--- config.mk ---
export PLATFORM = sky130hd
export DESIGN_NAME = div_ctrl
export DESIGN_NICKNAME = d
export VERILOG_FILES = /design/src/rtl/div_ctrl.sv
export SDC_FILE = /design/constraint.sdc
export NUM_CORES = 1
export LEC_CHECK = 0
export CAP_MARGIN = 0
export CORE_AREA = 2 2 97 168
export DETAILED_ROUTE_END_ITERATION = 8
export DIE_AREA = 0 0 99 170
export GPL_ROUTABILITY_DRIVEN = 1
export HOLD_SLACK_MARGIN = 0.05
export PLACE_DENSITY_LB_ADDON = 0.08
export SYNTH_ARGS = -nofsm -noshare
export SYNTH_HDL_FRONTEND = slang
export SYNTH_SLANG_ARGS = --single-unit
--- constraint.sdc ---
create_clock -name clk -period 6.3 [get_ports clk]
set_input_delay 0.945 -clock clk [delete_from_list [all_inputs] [get_ports clk]]
set_output_delay 0.945 -clock clk [all_outputs]
set_load 0.01 [all_outputs]
--- src/rtl/div_ctrl.sv ---
// Sequencing controller for the RV32M divide unit: operand sign handling, core launch,
// sign fix-up, special cases and tagged valid/ready response. Optional: DIV_CTRL_REUSE_EN.
module div_ctrl #(
    parameter int unsigned XLEN  = 32,
    parameter int unsigned TAG_W = 5
) (
    input  logic             clk,
    input  logic             rst_n,
    input  logic             req_valid,
    output logic             req_ready,
    input  logic [1:0]       req_op,
    input  logic [XLEN-1:0]  req_rs1,
    input  logic [XLEN-1:0]  req_rs2,
    input  logic [TAG_W-1:0] req_tag,
    input  logic             flush,
    output logic             resp_valid,
    input  logic             resp_ready,
    output logic [XLEN-1:0]  resp_data,
    output logic [TAG_W-1:0] resp_tag,
    output logic             busy,
    output logic             core_start,
    output logic [XLEN-1:0]  core_dividend,
    output logic [XLEN-1:0]  core_divisor,
    input  logic             core_done,
    input  logic [XLEN-1:0]  core_quotient,
    input  logic [XLEN-1:0]  core_remainder
);

    typedef enum logic [2:0] {
        StIdle,
        StIssue,
        StWait,
        StResp,
        StDrain
    } state_e;

    localparam logic [XLEN-1:0] One    = XLEN'(1);
    localparam logic [XLEN-1:0] MinNeg = {1'b1, {(XLEN-1){1'b0}}};

    function automatic logic [XLEN-1:0] negate(input logic [XLEN-1:0] x);
        return ~x + One;
    endfunction

    state_e             state_q, state_d;
    logic               s1_q, s1_d;
    logic               s2_q, s2_d;
    logic               sel_rem_q, sel_rem_d;
    logic [TAG_W-1:0]   tag_q, tag_d;
    logic [XLEN-1:0]    dividend_q, dividend_d;
    logic [XLEN-1:0]    divisor_q, divisor_d;
    logic [XLEN-1:0]    resp_data_q, resp_data_d;

    logic               s1_in, s2_in;
    logic [XLEN-1:0]    mag1, mag2;
    logic               div_zero, sgn_ovf;
    logic [XLEN-1:0]    special_res;
    logic [XLEN-1:0]    quo_fix, rem_fix;

`ifdef DIV_CTRL_REUSE_EN
    logic               op0_q, op0_d;
    logic [XLEN-1:0]    rs1_q, rs1_d;
    logic [XLEN-1:0]    rs2_q, rs2_d;
    logic               reuse_valid_q, reuse_valid_d;
    logic               reuse_op0_q, reuse_op0_d;
    logic [XLEN-1:0]    reuse_rs1_q, reuse_rs1_d;
    logic [XLEN-1:0]    reuse_rs2_q, reuse_rs2_d;
    logic [XLEN-1:0]    reuse_quo_q, reuse_quo_d;
    logic [XLEN-1:0]    reuse_rem_q, reuse_rem_d;
    logic               reuse_hit;
`endif

    // Operand conditioning for an incoming request; only meaningful while idle.
    always_comb begin
        s1_in    = req_rs1[XLEN-1] & ~req_op[0];
        s2_in    = req_rs2[XLEN-1] & ~req_op[0];
        mag1     = s1_in ? negate(req_rs1) : req_rs1;
        mag2     = s2_in ? negate(req_rs2) : req_rs2;
        div_zero = (req_rs2 == '0);
        sgn_ovf  = ~req_op[0] && (req_rs1 == MinNeg) && (req_rs2 == '1);
        if (div_zero) begin
            special_res = req_op[1] ? req_rs1 : '1;
        end else begin
            special_res = req_op[1] ? '0 : req_rs1;
        end
    end

    always_comb begin
        quo_fix = (s1_q ^ s2_q) ? negate(core_quotient) : core_quotient;
        rem_fix = s1_q ? negate(core_remainder) : core_remainder;
    end

`ifdef DIV_CTRL_REUSE_EN
    assign reuse_hit = reuse_valid_q && (reuse_rs1_q == req_rs1) && (reuse_rs2_q == req_rs2)
                       && (reuse_op0_q == req_op[0]);
`endif

    always_comb begin
        state_d     = state_q;
        s1_d        = s1_q;
        s2_d        = s2_q;
        sel_rem_d   = sel_rem_q;
        tag_d       = tag_q;
        dividend_d  = dividend_q;
        divisor_d   = divisor_q;
        resp_data_d = resp_data_q;
`ifdef DIV_CTRL_REUSE_EN
        op0_d         = op0_q;
        rs1_d         = rs1_q;
        rs2_d         = rs2_q;
        reuse_valid_d = reuse_valid_q;
        reuse_op0_d   = reuse_op0_q;
        reuse_rs1_d   = reuse_rs1_q;
        reuse_rs2_d   = reuse_rs2_q;
        reuse_quo_d   = reuse_quo_q;
        reuse_rem_d   = reuse_rem_q;
`endif

        case (state_q)
            StIdle: begin
                if (req_valid && !flush) begin
                    tag_d     = req_tag;
                    sel_rem_d = req_op[1];
                    s1_d      = s1_in;
                    s2_d      = s2_in;
`ifdef DIV_CTRL_REUSE_EN
                    op0_d     = req_op[0];
                    rs1_d     = req_rs1;
                    rs2_d     = req_rs2;
`endif
                    if (div_zero || sgn_ovf) begin
                        resp_data_d = special_res;
                        state_d     = StResp;
                    end
`ifdef DIV_CTRL_REUSE_EN
                    else if (reuse_hit) begin
                        resp_data_d = req_op[1] ? reuse_rem_q : reuse_quo_q;
                        state_d     = StResp;
                    end
`endif
                    else begin
                        dividend_d = mag1;
                        divisor_d  = mag2;
                        state_d    = StIssue;
                    end
                end
            end
            StIssue: begin
                // The start pulse still goes out on a flush; DRAIN absorbs its done.
                state_d = flush ? StDrain : StWait;
            end
            StWait: begin
                if (flush) begin
                    state_d = core_done ? StIdle : StDrain;
                end else if (core_done) begin
                    resp_data_d = sel_rem_q ? rem_fix : quo_fix;
                    state_d     = StResp;
`ifdef DIV_CTRL_REUSE_EN
                    reuse_valid_d = 1'b1;
                    reuse_op0_d   = op0_q;
                    reuse_rs1_d   = rs1_q;
                    reuse_rs2_d   = rs2_q;
                    reuse_quo_d   = quo_fix;
                    reuse_rem_d   = rem_fix;
`endif
                end
            end
            StResp: begin
                if (flush || resp_ready) begin
                    state_d = StIdle;
                end
            end
            StDrain: begin
                if (core_done) begin
                    state_d = StIdle;
                end
            end
            default: state_d = StIdle;
        endcase
    end

    always_ff @(posedge clk) begin
        if (!rst_n) begin
            state_q     <= StIdle;
            s1_q        <= 1'b0;
            s2_q        <= 1'b0;
            sel_rem_q   <= 1'b0;
            tag_q       <= '0;
            dividend_q  <= '0;
            divisor_q   <= '0;
            resp_data_q <= '0;
`ifdef DIV_CTRL_REUSE_EN
            op0_q         <= 1'b0;
            rs1_q         <= '0;
            rs2_q         <= '0;
            reuse_valid_q <= 1'b0;
            reuse_op0_q   <= 1'b0;
            reuse_rs1_q   <= '0;
            reuse_rs2_q   <= '0;
            reuse_quo_q   <= '0;
            reuse_rem_q   <= '0;
`endif
        end else begin
            state_q     <= state_d;
            s1_q        <= s1_d;
            s2_q        <= s2_d;
            sel_rem_q   <= sel_rem_d;
            tag_q       <= tag_d;
            dividend_q  <= dividend_d;
            divisor_q   <= divisor_d;
            resp_data_q <= resp_data_d;
`ifdef DIV_CTRL_REUSE_EN
            op0_q         <= op0_d;
            rs1_q         <= rs1_d;
            rs2_q         <= rs2_d;
            reuse_valid_q <= reuse_valid_d;
            reuse_op0_q   <= reuse_op0_d;
            reuse_rs1_q   <= reuse_rs1_d;
            reuse_rs2_q   <= reuse_rs2_d;
            reuse_quo_q   <= reuse_quo_d;
            reuse_rem_q   <= reuse_rem_d;
`endif
        end
    end

    assign req_ready     = (state_q == StIdle) && rst_n;
    assign busy          = (state_q != StIdle);
    assign core_start    = (state_q == StIssue);
    assign resp_valid    = (state_q == StResp);
    assign resp_data     = resp_data_q;
    assign resp_tag      = tag_q;
    assign core_dividend = dividend_q;
    assign core_divisor  = divisor_q;

endmodule

==> results of run 1 <==
## metal layers
metal  track usage  wire length, microns  vias up
li1              -                     -     4029
met1         0.333                  9930     3847
met2         0.593                 14300      368
met3        0.0316                  1380       80
met4         0.191                  1740        0
met5             0                     0        -
## cell families (layout without fill, tap and decap cells)
| kind of cell | count (synthesis) | in the layout | share of synthesized area |
|---|---|---|---|
| flops | 107 | 107 | 0.272 |
| xor+xnor | 111 | 111 | 0.123 |
| compound gates | 297 | 297 | 0.288 |
| other cells | 0 | 1 | 0 |
| fa+ha+maj | 26 | 26 | 0.0351 |
| simple gates | 333 | 333 | 0.217 |
| mux | 9 | 9 | 0.0114 |
| buf+inv | 96 | 296 | 0.0540 |
## path summary, 6_finish.rpt
kind | depth (start not counted) | startpoint | slack [ns] | to
max | 9 | req_op[0] | 1.85 | core_dividend[14]
min | 2 | resp_tag[4] | 0.46 | resp_tag[4]
max reg2reg | 6 | state_q[1] | 2.40 | core_dividend[14]
min reg2reg | 2 | resp_tag[4] | 0.46 | resp_tag[4]
## power breakdown
group | switching, uW | total, uW | internal, uW
sequential | 25.0 | 742 | 717
clock | 276 | 604 | 328
combinational | 285 | 548 | 263
## flip-flops by register name, summed over array words and instances (netlist names)
register       flops
state_q            3
resp_tag           5
sel_rem_q          1
resp_data         32
core_dividend     32
core_divisor      32
s2_q               1
s1_q               1
## worst reg2reg max path, cell delays in order, from the launching register on
cell and delay [ns]:
dfxtp_1 0.43, or3_1 0.48, or3_1 0.64, nor2_4 1.02, buf_4 0.83, nor2_1 0.17
a211oi_2 0.24
## per-stage QoR
| step | total power (uW) | utilization | area [sq um] | setup WS [ns] | hold WS (ns) |
|---|---|---|---|---|---|
| after floorplan | 1030 | - | 7880 | 3.06 | 0.481 |
| after global placement | 1290 | 0.672 | 10300 | 1.60 | 0.443 |
| after detailed placement | 1300 | 0.672 | 10300 | 1.51 | 0.449 |
| after CTS | 1900 | 0.692 | 10700 | 1.89 | 0.460 |
| after global routing | 1970 | 0.693 | 10700 | 1.53 | 0.483 |
| final | 1890 | 0.693 | 10700 | 1.85 | 0.457 |
## layout make-up
type | instances | area [sq um] | area share
Multi-Input combinational cell | 776 | 5330 | 0.500
Timing Repair Buffer | 257 | 2540 | 0.239
Sequential cell | 107 | 2140 | 0.201
Clock buffer | 10 | 239 | 0.0224
Tap cell | 186 | 233 | 0.0218
Inverter | 23 | 87.6 | 0.00822
Clock inverter | 6 | 81.3 | 0.00763
Antenna cell | 1 | 2.50 | 0.000235
## cell usage in the layout, fill, tap and decap left out, drive strengths merged, types with 21 or more instances in the layout
| cell | netlist | layout |
|---|---|---|
| nand2 | 68 | 68 |
| nor3 | 30 | 30 |
| a21oi | 56 | 56 |
| a211oi | 56 | 56 |
| or4 | 24 | 24 |
| maj3 | 21 | 21 |
| nor2 | 115 | 115 |
| dfxtp | 107 | 107 |
| o21ai | 63 | 63 |
| xnor2 | 55 | 55 |
| inv | 22 | 24 |
| xor2 | 56 | 56 |
| nor4 | 22 | 22 |
| a31oi | 29 | 29 |
| clkdlybuf4s50 | 0 | 245 |
## cells in the mapped netlist (3+ instances only)
master / number
a211oi_1: 6
a211oi_2: 50
a21oi_1: 55
a222oi_1: 3
a22oi_1: 3
a311oi_1: 5
a31oi_1: 29
a41oi_1: 5
and3_1: 4
and4_1: 3
buf_1: 4
buf_2: 10
buf_4: 7
clkbuf_1: 49
dfxtp_1: 107
ha_1: 5
inv_1: 22
maj3_1: 18
maj3_2: 3
mux2i_1: 9
nand2_1: 67
nand2b_1: 6
nand3_1: 12
nand4_1: 19
nor2_1: 114
nor3_1: 30
nor3b_1: 5
nor4_1: 18
o211ai_1: 15
o21ai_0: 62
o22ai_1: 11
o31ai_1: 20
o41ai_1: 9
or2_2: 6
or3_1: 8
or4_1: 22
xnor2_1: 55
xor2_1: 56
==> results.json, run 1 <==
{
  "routedWlPerCell_microns": 20.0,
  "power_density_nw_per_um2": 178,
  "synth_top_area_cell": "dfxtp_1",
  "overflow": 0,
  "maxSlewViolCount": 0,
  "antenna_found_initial": 1,
  "core_sq_um": 15400,
  "crit_buf_inv": 2,
  "min_path_type": "flip-flop to flip-flop",
  "crit_family": "simple AND/OR/NAND/NOR gates",
  "setup_viol": 0,
  "clock_skew_ns": 0.00667,
  "clkLatencyLatePin_ns": 0.35,
  "nets": 1320,
  "gp_congestion": 0.940,
  "cts_resized": 0,
  "tns_ns": 0,
  "timing.critical_path.to_type": "flip-flop",
  "clockBufferDepth": 2,
  "synth-seq-area-share": 0.272,
  "area_delta_synth_final_pct": 35.2,
  "rows": 60,
  "async_reset_ff_frac": 0,
  "crit_path_top_delay_cell": "nor2_4",
  "cp-start-kind": "primary input",
  "final_cells": 1366,
  "drc": 0,
  "cts_hold_buf": 0,
  "synth_top_area_share": 0.272,
  "dpl.hpwl_microns": 21800,
  "ios": 246,
  "max_slew.worst_pin.slew_ns": 1.23,
  "status": "completed",
  "place_inst": 1349,
  "synthFlopType": "dfxtp_1",
  "die-area_sq_um": 16800,
  "cap_violations": 0,
  "crit_arrival_ns": 4.71,
  "critPathMaxFanout": 76,
  "die_y_microns": 170,
  "timing.final.crit_share": 0.706,
  "initial_core_util": 0.512,
  "drive_above_1_share": 0.0958,
  "max-vdd-ir-drop_mv": 0.135,
  "wirelength_microns": 27400,
  "finalHoldViolations": 0,
  "p_leak_uw": 0.00349,
  "ys_types": 72,
  "avgSynthCellArea_sq_um": 8.05,
  "synthCells": 979,
  "first_pass_iters": 5,
  "drtAntennaViolNets": 0,
  "max_freq_mhz": 225,
  "cp_slowest_stage_delay_ns": 0.97,
  "cts_buffers": 9,
  "rsz0062_at_grt": "false",
  "vias": 8324,
  "netlist_area_sq_um": 7880,
  "grtUsageTotal": 0.316,
  "crit_required_ns": 6.56,
  "grt_pass1_vias": 8136,
  "synth_edf_count": 0,
  "io_buffer_count": 245,
  "synthesis.nets": 1125,
  "cts.clk_slew.worst_paths_ns": 0.08,
  "htreeDepth": 3,
  "clock_sinks": 107,
  "cts_tree": "done",
  "fin_crit_ns": 4.45,
  "grt_max_degree": 77,
  "ys_ff_latch": 107,
  "cp_cell_sequence": "clkdlybuf4s50_1 -> nand2b_1 -> nor3_1 -> nand3_1 -> o41ai_4 -> nor2_4 -> buf_4 -> nor2_1 -> a211oi_2",
  "die_w_microns": 99,
  "clockRootBuffer": "clkbuf_16",
  "grt_first_pass_wirelength_microns": 42300,
  "yosysWarningCount": 0,
  "vias_per_cell": 6.09,
  "fillers": 1283,
  "drt_iter0_markers": 474,
  "ys_top_cells_by_area": "dfxtp_1 (27%), a211oi_2 (7.9%), xor2_1 (6.2%), xnor2_1 (6.1%), nor2_1 (5.4%)",
  "cts_setup_buffers": 0,
  "crit_type": "primary input to flip-flop",
  "relSlewSlack": 0.175
}
Note: power is estimated with default switching activity, not from simulation.
==> run 2, diff against run 1 <==
--- a/config.mk
+++ b/config.mk
@@ -6,9 +6,9 @@
 export NUM_CORES = 1
 export LEC_CHECK = 0
 export CAP_MARGIN = 0
-export CORE_AREA = 2 2 97 168
+export CORE_AREA = 2 2 106 185
 export DETAILED_ROUTE_END_ITERATION = 8
-export DIE_AREA = 0 0 99 170
+export DIE_AREA = 0 0 108 187
 export GPL_ROUTABILITY_DRIVEN = 1
 export HOLD_SLACK_MARGIN = 0.05
 export PLACE_DENSITY_LB_ADDON = 0.08
==> constraint.sdc (replaced) <==
create_clock -name clk -period 3.7 [get_ports clk]
set_input_delay 0.555 -clock clk [delete_from_list [all_inputs] [get_ports clk]]
set_output_delay 0.555 -clock clk [all_outputs]
set_load 0.01 [all_outputs]
==> results.json, run 2 (synthesis gave the netlist of run 1 again) <==
{
  "final_common_cell": "clkdlybuf4s50_1",
  "clock_sinks": 107,
  "cts_buffers": 9,
  "crit_arrival_ns": 3.39,
  "multi_input_area_sq_um": 5330,
  "p_int_uw": 2230,
  "first_pass_iters": 5,
  "max_slew.worst_pin.slew_ns": 0.932,
  "grt_first_pass_wirelength_microns": 45900,
  "setup_viol": 0,
  "holdWs_ns": 0.457,
  "initial_core_util": 0.418,
  "htreeDepth": 3,
  "max-vdd-ir-drop_mv": 0.243,
  "net-switching-power_uw": 1020,
  "register_area_sq_um": 2140,
  "clockBufferDepth": 2,
  "area_delta_synth_final_pct": 40.9,
  "cts.clk_slew.worst_paths_ns": 0.08,
  "critPathMaxFanout": 58,
  "die_w_microns": 108,
  "power_density_nw_per_um2": 292,
  "grtUsageTotal": 0.293,
  "rows": 67,
  "fin_crit_ns": 3.18,
  "vias_per_cell": 5.79,
  "timing.critical_path.to_type": "flip-flop",
  "drc": 0,
  "p_comb_frac": 0.301,
  "relSlewSlack": 0.379,
  "max_freq_mhz": 314,
  "timing.final.crit_share": 0.861,
  "nets": 1368,
  "vias": 8495,
  "cts_resized": 0,
  "clkLatencyLatePin_ns": 0.36,
  "grt_max_degree": 60,
  "clock_skew_ns": 0.0103,
  "cp-start-kind": "primary input",
  "drtAntennaViolNets": 0,
  "finalHoldViolations": 0,
  "tns_ns": 0,
  "crit_required_ns": 3.90,
  "min_path_type": "flip-flop to flip-flop",
  "routedWlPerCell_microns": 20.3,
  "p_leak_uw": 0.00373,
  "die_y_microns": 187,
  "rsz0062_at_grt": "false",
  "maxSlewViolCount": 0,
  "grt_pass1_vias": 8347,
  "crit_type": "primary input to flip-flop",
  "io_buffer_count": 245,
  "cts_setup_buffers": 0,
  "cts_hold_buf": 0,
  "dp_worst_setup_slack_ns": 0.162,
  "diodes": 0,
  "cap_violations": 0,
  "dpl.hpwl_microns": 24100,
  "netSwitchingFraction": 0.314,
  "die-area_sq_um": 20200,
  "final_cell_mix": "clkdlybuf4s50_1 (245), nor2_1 (114), dfxtp_1 (107)",
  "fillers": 1789,
  "drt_iter0_markers": 497,
  "power_frac_seq": 0.389,
  "ff2ff_path_depth": 6,
  "overflow": 0,
  "ios": 246,
  "core_sq_um": 18900,
  "timing.final.ws_setup_ns": 0.516,
  "pwr-share-clk": 0.310,
  "gp_congestion": 0.921,
  "status": "completed",
  "drive_above_1_share": 0.131,
  "clockRootBuffer": "clkbuf_16",
  "whs_path_depth": 2,
  "power.total_uw": 3250,
  "wirelength_microns": 29800,
  "cts_tree": "done",
  "antenna_found_initial": 0
}
-- run 2: cell type report --
type | count | area share
inverters | 23 | 0.00789
flip-flops and latches | 107 | 0.193
repair buffers | 305 | 0.265
clock buffers | 9 | 0.0203
well taps | 241 | 0.0272
clock inverters | 7 | 0.00699
multi-input cells | 776 | 0.480
-- run 2: worst paths after layout --
| check | startpoint | to | slack [ns] |
|---|---|---|---|
| worst min register to register | resp_tag[1] | resp_tag[1] | 0.46 |
| worst max register to register | state_q[1] | core_dividend[0] | 0.89 |
| worst min-delay path | resp_tag[1] | resp_tag[1] | 0.46 |
| worst max-delay path | req_rs2[1] | core_dividend[14] | 0.52 |
-- run 2: critical path: stages --
cell and delay (ns):
clkdlybuf4s50_1 0.46, inv_1 0.08, ha_1 0.18, or4b_2 0.65
nor4_4 0.30, nand4_1 0.30, o41ai_4 0.15, nor2_4 0.19
buf_12 0.27, nor2_1 0.17, a211oi_2 0.06
-- run 2: power by group through the flow --
stage / clock (uW) / sequential, uW / combinational [uW]
6_report: 1010 / 1260 / 977
5_1_grt: 1060 / 1270 / 1060
4_1_cts: 1020 / 1260 / 978
3_5_place_dp: 0 / 1290 / 972
3_3_place_gp: 0 / 1290 / 965
2_1_floorplan: 0 / 1310 / 441
-- run 2: per-stage QoR --
stage / cell area, sq um / util / instances
final: 11100 / 0.589 / 1468
after global routing: 11100 / 0.589 / 1468
after CTS: 11100 / 0.589 / 1468
after detailed placement: 10800 / 0.573 / 1452
after global placement: 10800 / 0.573 / 1452
after floorplan: 7880 / - / 979
-- run 2: layer usage --
layer / vias to the layer above / wire, microns / GRT usage
li1: 4121 / - / -
met2: 320 / 16100 / 0.556
met3: 65 / 1330 / 0.0279
met1: 3989 / 10900 / 0.311
met4: 0 / 1490 / 0.150
met5: - / 0 / 0
